<file path="src/rtl/counter_mod.sv">
// Up/down counter with a programmable terminal count (MAX_VAL), wrap or saturate at the limits,
// a one-cycle terminal-count pulse and a sticky boundary flag.
module counter_mod #(
  parameter int unsigned      WIDTH    = 8,
  parameter logic [WIDTH-1:0] MAX_VAL  = '1,
  parameter bit               SATURATE = 1'b0
) (
  input  logic             clk,
  input  logic             rst,
  input  logic             en,
  input  logic             up,
  input  logic             load,
  input  logic [WIDTH-1:0] load_val,
  input  logic             clr,
  output logic [WIDTH-1:0] val,
  output logic             tc,
  output logic             ovf
);

  logic [WIDTH-1:0] val_nxt;
  logic             tc_nxt;
  logic             ovf_nxt;
  logic             at_top;
  logic             at_bot;

  assign at_top = (val == MAX_VAL);
  assign at_bot = (val == '0);

  // clr > load > count > hold; tc only ever comes from a counted boundary crossing
  always_comb begin
    val_nxt = val;
    tc_nxt  = 1'b0;
    ovf_nxt = ovf;
    if (clr) begin
      val_nxt = '0;
      ovf_nxt = 1'b0;
    end else if (load) begin
      val_nxt = (load_val > MAX_VAL) ? MAX_VAL : load_val;
    end else if (en) begin
      if (up) begin
        if (at_top) begin
          val_nxt = SATURATE ? MAX_VAL : '0;
          tc_nxt  = 1'b1;
          ovf_nxt = 1'b1;
        end else begin
          val_nxt = val + 1'b1;
        end
      end else begin
        if (at_bot) begin
          val_nxt = SATURATE ? '0 : MAX_VAL;
          tc_nxt  = 1'b1;
          ovf_nxt = 1'b1;
        end else begin
          val_nxt = val - 1'b1;
        end
      end
    end
  end

  always_ff @(posedge clk or negedge rst) begin
    if (!rst) begin
      val <= '0;
      tc  <= 1'b0;
      ovf <= 1'b0;
    end else begin
      val <= val_nxt;
      tc  <= tc_nxt;
      ovf <= ovf_nxt;
    end
  end

endmodule

</file>
<file path="config.mk">
export PLATFORM = sky130hd
export DESIGN_NAME = counter_mod
export DESIGN_NICKNAME = d
export VERILOG_FILES = /design/src/rtl/counter_mod.sv
export SDC_FILE = /design/constraint.sdc
export NUM_CORES = 1
export LEC_CHECK = 0
export CORE_MARGIN = 2
export CORE_UTILIZATION = 54
export CTS_BUF_LIST = sky130_fd_sc_hd__clkbuf_4
export CTS_CLUSTER_SIZE = 16
export DETAILED_ROUTE_END_ITERATION = 8
export GPL_TIMING_DRIVEN = 0
export HOLD_SLACK_MARGIN = 0.05
export PLACE_DENSITY = 0.85
export SYNTH_ARGS = -nofsm -noshare
export SYNTH_HDL_FRONTEND = slang
export SYNTH_SLANG_ARGS = --single-unit
</file>
<file path="constraint.sdc">
create_clock -name clk -period 3.9 [get_ports clk]
set_input_delay 0.78 -clock clk [delete_from_list [all_inputs] [get_ports clk]]
set_output_delay 0.78 -clock clk [all_outputs]
set_load 0.01 [all_outputs]
</file>
Word level (Yosys, flattened, before mapping)
Cells that the tools add are included.
- flip-flop bits (word level): 10
- output and inout port bits: 10
- word-level logic and storage cells: 33
- $add $sub $neg: 2
- magnitude comparators: 1
- eq/ne operators: 3
- multiplexer cells: 19
- reductions and logical operators: 5
- operators by type and width (operator ; number):
    8-bit two-way mux ; 7
    1-bit two-way mux ; 12
    8-bit by 1-bit adder with 8-bit output (second input constant) ; 1
    8-bit == test (second input constant) ; 1
    8-bit greater-than comparator (second input constant) ; 1
    8-bit logical NOT ; 1
    8-bit by 1-bit subtractor with 8-bit output (second input constant) ; 1
    3-bit nonzero test ; 2
    4-bit AND reduction ; 1
    3-bit by 1-bit inequality test with 1-bit output (second input constant) ; 1
    2-bit by 1-bit inequality test with 1-bit output (second input constant) ; 1
    2-bit nonzero test ; 1

Depth between registers and ports, before layout
Gate-level depths: netlist of run 1.
- word-level depth: 6
- gate-level depth with buffers: 6

Worst setup path before layout of run 1
No wires, ideal clock.
- path type: register to register
- start point: register val[0]
- end point: register val[2]
- data arrival time: 1.749 ns
- setup slack: 2.029 ns
- cell stages (with the launch flop): 7
- buffers on the path: 0
- cells stage by stage: dfrtp_1 > inv_1 > ha_1 > or3b_2 > nor2_1 > or4_1 > a32o_1
- cells in the longest elaborated chain, start to end: 6
- elaborated cells between the ends (all ways): 10
- classes of those cells: add/sub (2); eq/ne (1); mux (6); reduce/logical (1)
- RTL lines (what ; line ; RTL):
    start: declaration ; 15 ; output logic [WIDTH-1:0] val,
    start signal: assignment ; 66 ; val <= val_nxt;
    8-bit by 1-bit subtractor with 8-bit output, or another cell as far along ; 54 ; val_nxt = val - 1'b1;
    8-bit two-way mux (on tied branches) ; 49, 41 ;
    8-bit two-way mux * ; 40 ; if (up) begin
    8-bit two-way mux * ; 39 ; end else if (en) begin
    8-bit two-way mux * ; 37 ; end else if (load) begin
    8-bit two-way mux * ; 34 ; if (clr) begin
Every way passes the cells marked *; elsewhere a longest branch is shown, timed or not. The select of a mux whose other input is x is not followed.
A chain may end at the register's enable or synchronous reset.

Final worst setup path of run 1
- start point: input load
- end point: register val[3]
- cells in the longest elaborated chain, start to end: 2
- elaborated cells between the ends (all ways): 3
- classes of those cells: mux (2); reduce/logical (1)
- RTL lines (what ; line ; RTL):
    start: declaration ; 12 ; input logic load,
    8-bit two-way mux ; 37 ;
    8-bit two-way mux ; 34 ;
Parallel ways exist; a longest one is shown, timed or not.

==> impl_results.md, run 1 <==
- P per Cell Area: 265 nW/um2
- #FFs+latches synth: 10
- DRC violations left: 0
- Synth top area cells: dfrtp_1, nor3_1, ha_1, nand2_1, buf_6
- FP Rows: 15
- Ports: 24
- Clock sinks: 10
- Leak: 0.496 nW
- Wire length on met3: 273 um
- Post-synth EDFFs: 0
- Tmin final: 2.28 ns
- Worst-Margin Slew: 0.474 ns
- Sequential area share after synthesis: 25.8%
- TritonCTS clock tree: built
- Largest net degree at the start of global routing: 11
- Post-CTS repair timing setup buffer count: 0
- Maxcap violations: 0
- Final Setup Violations: 0
- H-tree Lvls: 1
- ANT cells: 0
- Die Area: 2150 um2
- Clock Skew: 0.000622 ns
- Vias in the first global route: 912
- RD Place Congestion: 0.966
- Async S/R FF share, synth: 100%
- Post-DRT Antenna Nets: 0
- Worst slew margin: 68.4%
- Layout area overhead: 29.6%
- Drt total wl: 2520 um
- Top cell type's share of synthesized area: 25.8%
- Global-route wire length before repair: 3950 um
- Max-slew violations: 0
- GR Util All Layers: 26.0%
- Post-Synthesis Cells: 116
- DR WL met2: 1140 um
- CP required: 4.09 ns
- Crit path DAT: 2.48 ns
- CTS hold repair buffers: 0
- Setup TNS: 0 ns
- Post-CTS resize count: 0
- Startpoint types: primary input
- Final hold vios: 0
- Post-synth top area cell: dfrtp_1
- RSZ-0062 raised after global routing: no
- Register-to-Register Path Depth: 6
- Syn nets: 133
- Critical path peak fanout: 10
- Top_reg_cell synth: dfrtp_1
- Pwr Total: 0.333 mW
- Met1 WL: 1050 um
- Worst skew pair latency: 0.26 ns
- Number of antenna violations at the first check in global routing: 0
- Number of DRC markers in iteration 0: 91
- Status: finished clean
- Synth warnings: 0
- DR WL/cell: 15.0 um
- Clock Pin Slew Worst Setup and Hold Paths: 0.06 ns
- Layout cell share with drive strength beyond 1: 11.2%
- Clk root buf: clkbuf_4
- Crit. End Element: flop
- Tcrit/Tclk final: 58.5%
- HPWL Detailed: 1870 um
- Tightest Hold Check Type: reg2reg
- CTS Buf Count: 3
- Cell area after synthesis: 971 um2
- CP Class: in2reg
- Die Span X: 46.4 um
- Chip height: 46.4 um
- Nets: 161
- Maximum clock rate: 438 MHz
- Gr ovfl total: 0
- Yosys cell types: 47
- Most common cell in the synthesized netlist: dfrtp_1
- # port buffers: 23
- Pre-antenna DRT Iters: 7
- Delay of the slowest critical-path stage: 0.51 ns
- # fillers: 133
- Uppermost layer routed: met4
- Vias per cell: 6.21
- Slowest stage cell, crit path: clkdlybuf4s50_1
- CP Cell Sequence: clkdlybuf4s50_1 -> clkbuf_1 -> nand2_1 -> a2111oi_0 -> a22oi_1 -> nand2_1
- CORE AREA: 1710 um2
- Initial Utilization: 56.8%
- Clk buf depth: 2
- Hold Path Stages: 2
- Commonest cells post-synth: dfrtp_1, nand2_1, inv_1, nor3_1, nor2_1
- Worst vdd ir: 0.000143 V
- Syn Area/Cell: 8.37 um2
- CP most frequent cell: nand2_1
- Routed vias: 1044
flip-flops by register name, summed over array words and instances, names as in the netlist:
signal,flops
ovf,1
tc,1
val,8
metrics by stage:
| step | cells | hold WS (ns) | utilization (%) | setup WS [ns] | instance area [um2] |
|---|---|---|---|---|---|
| global route | 168 | 0.542 | 73.7 | 1.56 | 1260 |
| finish | 168 | 0.525 | 73.7 | 1.62 | 1260 |
| CTS | 168 | 0.528 | 73.7 | 1.67 | 1260 |
| floorplan | 116 | 0.484 | - | 2.03 | 971 |
| global placement | 164 | 0.502 | 72.2 | 1.43 | 1230 |
| detailed placement | 164 | 0.518 | 72.2 | 1.43 | 1230 |
layer usage:
| layer | track usage, % | up-vias |
|---|---|---|
| met4 | 11.4 | 0 |
| li1 | - | 486 |
| met3 | 3.92 | 8 |
| met5 | 0 | - |
| met1 | 33.4 | 483 |
| met2 | 42.5 | 67 |
cell usage in the layout, fill, tap and decap left out, types with 2 or more instances in the layout:
cell type	synthesis	routed
buf_6	3	3
o21ai_0	5	5
nor3b_1	3	3
mux2i_1	3	3
a21oi_1	5	5
clkbuf_1	4	4
o31ai_1	3	3
inv_1	8	8
a211oi_2	2	2
nand2_1	9	9
nor2b_1	3	3
clkdlybuf4s50_1	0	23
clkbuf_4	0	3
a31oi_1	3	3
dfrtp_1	10	10
nor2_1	7	7
ha_1	3	3
nor3_1	8	8
or4_1	2	2
nand2b_1	4	4
nand4_1	2	2
a211oi_1	2	2
worst max-delay path, delay by kind of cell:
family                 cells  cell delay [ns]
buffers and inverters      2             0.89
and+or+nand+nor            2             0.22
AOI/OAI and AO/OA          2             0.58
final timing paths:
kind	from	endpoint	slack, ns
setup reg to reg	val[0]	val[2]	1.81
min in group asynchronous	rst	ovf	0.82
setup / recovery	load	val[3]	1.62
hold reg to reg	ovf	ovf	0.52
hold / removal	ovf	ovf	0.52
max in group asynchronous	rst	val[3]	2.78
final cells by class:
type	count	area, um2	area share [%]
repair buffers	23	230	18.3
clock buffers	3	22.5	1.79
plain buffers	9	70.1	5.57
well taps	25	31.3	2.49
multi-input cells	89	621	49.3
clock inverters	1	3.75	0.298
flip-flops and latches	10	250	19.9
inverters	8	30.0	2.39
power by group:
group | internal [mW] | switching (mW)
clock network | 0.0369 | 0.0340
logic | 0.0700 | 0.0688
registers | 0.111 | 0.0123
kinds of logic after synthesis:
kind of cell | share of synthesized area (%)
DFF | 25.8
xor gates and xnor gates | 1.80
adders and majority gates | 3.87
and+or+nand+nor | 29.8
buffers and inverters | 10.3
AOI/OAI and AO/OA | 24.2
muxes | 4.25
No activity file was read; power rests on OpenSTA's default activity.
==> run 2, diff against run 1 <==
Settings changed: CORE_UTILIZATION 54 to 51, PLACE_DENSITY 0.85 to 0.81.
Clock period 3.9 ns to 2.2 ns, I/O delays scaled along.
==> impl_results.md, run 2 (same netlist as run 1, synthesis figures left out) <==
- # port buffers: 23
- GR peak layer: met2
- ANT cells: 0
- Met3 Resource Use GR: 3.02%
- HPWL Detailed: 2010 um
- Startpoint types: flop
- Clock sinks: 10
- Worst vdd ir: 0.000252 V
- Clk buf depth: 2
- FP Rows: 15
- Worst slew margin: 67.9%
- Worst reg-to-reg setup slack: 0.11 ns
- Largest net degree at the start of global routing: 11
- Number of flip-flops under the largest register name: 8
- Die Area: 2270 um2
- H-tree Lvls: 1
- Register-to-Register Path Depth: 6
- Clock Skew: 0.00270 ns
- Tcrit/Tclk final: 94.9%
- RD Place Congestion: 0.976
- Clk root buf: clkbuf_4
- Nets: 161
- Layout cell share with drive strength beyond 1: 11.3%
- Pre-antenna DRT Iters: 4
- Reg2Reg Launch Point: val[0]
- Leak: 0.495 nW
- Maxcap violations: 0
- Die Span X: 47.6 um
- Crit path DAT: 2.23 ns
- Top Registers: val (8), ovf (1), tc (1)
- Setup TNS: 0 ns
- GR Util All Layers: 27.2%
- DR WL/cell: 15.9 um
- Ports: 24
- Post-layout instance area: 1250 um2
- Number of DRC markers in iteration 0: 56
- Initial Utilization: 55.0%
- Layout area overhead: 29.3%
- Maximum clock rate: 479 MHz
- Worst hold margin: 0.488 ns
- CTS Buf Count: 3
- Final hold vios: 0
- Worst-Margin Slew: 0.482 ns
- Status: finished clean
- Clock Pin Slew Worst Setup and Hold Paths: 0.05 ns
- Tightest Hold Check Type: in2async
- CP Class: reg2reg
- Post-CTS repair timing setup buffer count: 0
- Number of antenna violations at the first check in global routing: 0
- TritonCTS clock tree: built
- Met1 Use GR: 35.2%
- Placed Area: 1230 um2
- Critical path peak fanout: 8
- Routed vias: 1061
- RSZ-0062 raised after global routing: no
- Vias per cell: 6.35
- Gr ovfl total: 0
- GRT met2 Usage: 42.2%
- Final Setup Violations: 0
- Top reg by flops: val
- Most common cell after layout, fill and taps aside: clkdlybuf4s50_1
- CTS hold repair buffers: 0
- Dpl ws: 0.0270 ns
- CORE AREA: 1760 um2
- Chip height: 47.6 um
- CP required: 2.34 ns
- R2R Path End: val[2]
- Post-CTS resize count: 0
- DRC violations left: 0
- Final WS setup: 0.111 ns
- Drt total wl: 2650 um
- Post-DRT Antenna Nets: 0
- Global-route wire length before repair: 4270 um
- Tmin final: 2.09 ns
- Vias in the first global route: 980
- P per Cell Area: 460 nW/um2
- Crit. End Element: flop
- Max-slew violations: 0
- Most frequent cells in the layout: clkdlybuf4s50_1, dfrtp_1, nand2_1
- Worst skew pair latency: 0.25 ns
[run 2: changes by cell type in the layout (fill, tap and decap cells not counted)]
cell      change
clkinv_1      -1
[run 2: layout make-up]
type / count / area [um2]
plain buffers: 9 / 70.1
repair buffers: 23 / 230
inverters: 8 / 30.0
fillers: 164 / 509
flip-flops and latches: 10 / 250
multi-input cells: 89 / 621
clock buffers: 3 / 22.5
well taps: 25 / 31.3
[run 2: stage by stage]
step / util, % / total power [mW] / instances
floorplan: - / 0.371 / 116
global placement: 69.9 / 0.459 / 164
detailed placement: 69.9 / 0.465 / 164
CTS: 71.1 / 0.578 / 167
global route: 71.1 / 0.609 / 167
finish: 71.1 / 0.578 / 167
[run 2: worst max-delay path by stage]
stage	from	endpoint	cells past startpoint
after floorplan	val[0]	val[2]	6
after global placement	load	val[3]	6
after detailed placement	load	val[3]	6
after CTS	val[1]	val[2]	6
after global routing	val[0]	val[0]	6
final	val[0]	val[2]	6
[run 2: metal layers]
| metal | routed length [um] | vias to the layer above |
|---|---|---|
| met2 | 1240 | 76 |
| li1 | - | 488 |
| met1 | 1040 | 489 |
| met3 | 301 | 8 |
| met4 | 67 | 0 |
| met5 | 0 | - |
[run 2: critical path: stages (launching register included)]
cell and delay [ns]:
dfrtp_1 0.55, inv_1 0.16, ha_1 0.23, or3b_2 0.25
nor2_1 0.10, or4_1 0.41, a32o_1 0.27
[run 2: where the power goes]
| part | internal, mW | switching [mW] |
|---|---|---|
| sequential | 0.197 | 0.0216 |
| clock | 0.0624 | 0.0501 |
| combinational | 0.124 | 0.122 |
==> run 3, diff against run 2 <==
Settings changed: CTS_CLUSTER_SIZE 16 to 40.
==> results of run 3 <==
Final layout, timing and power as in run 2 (identical DEF).
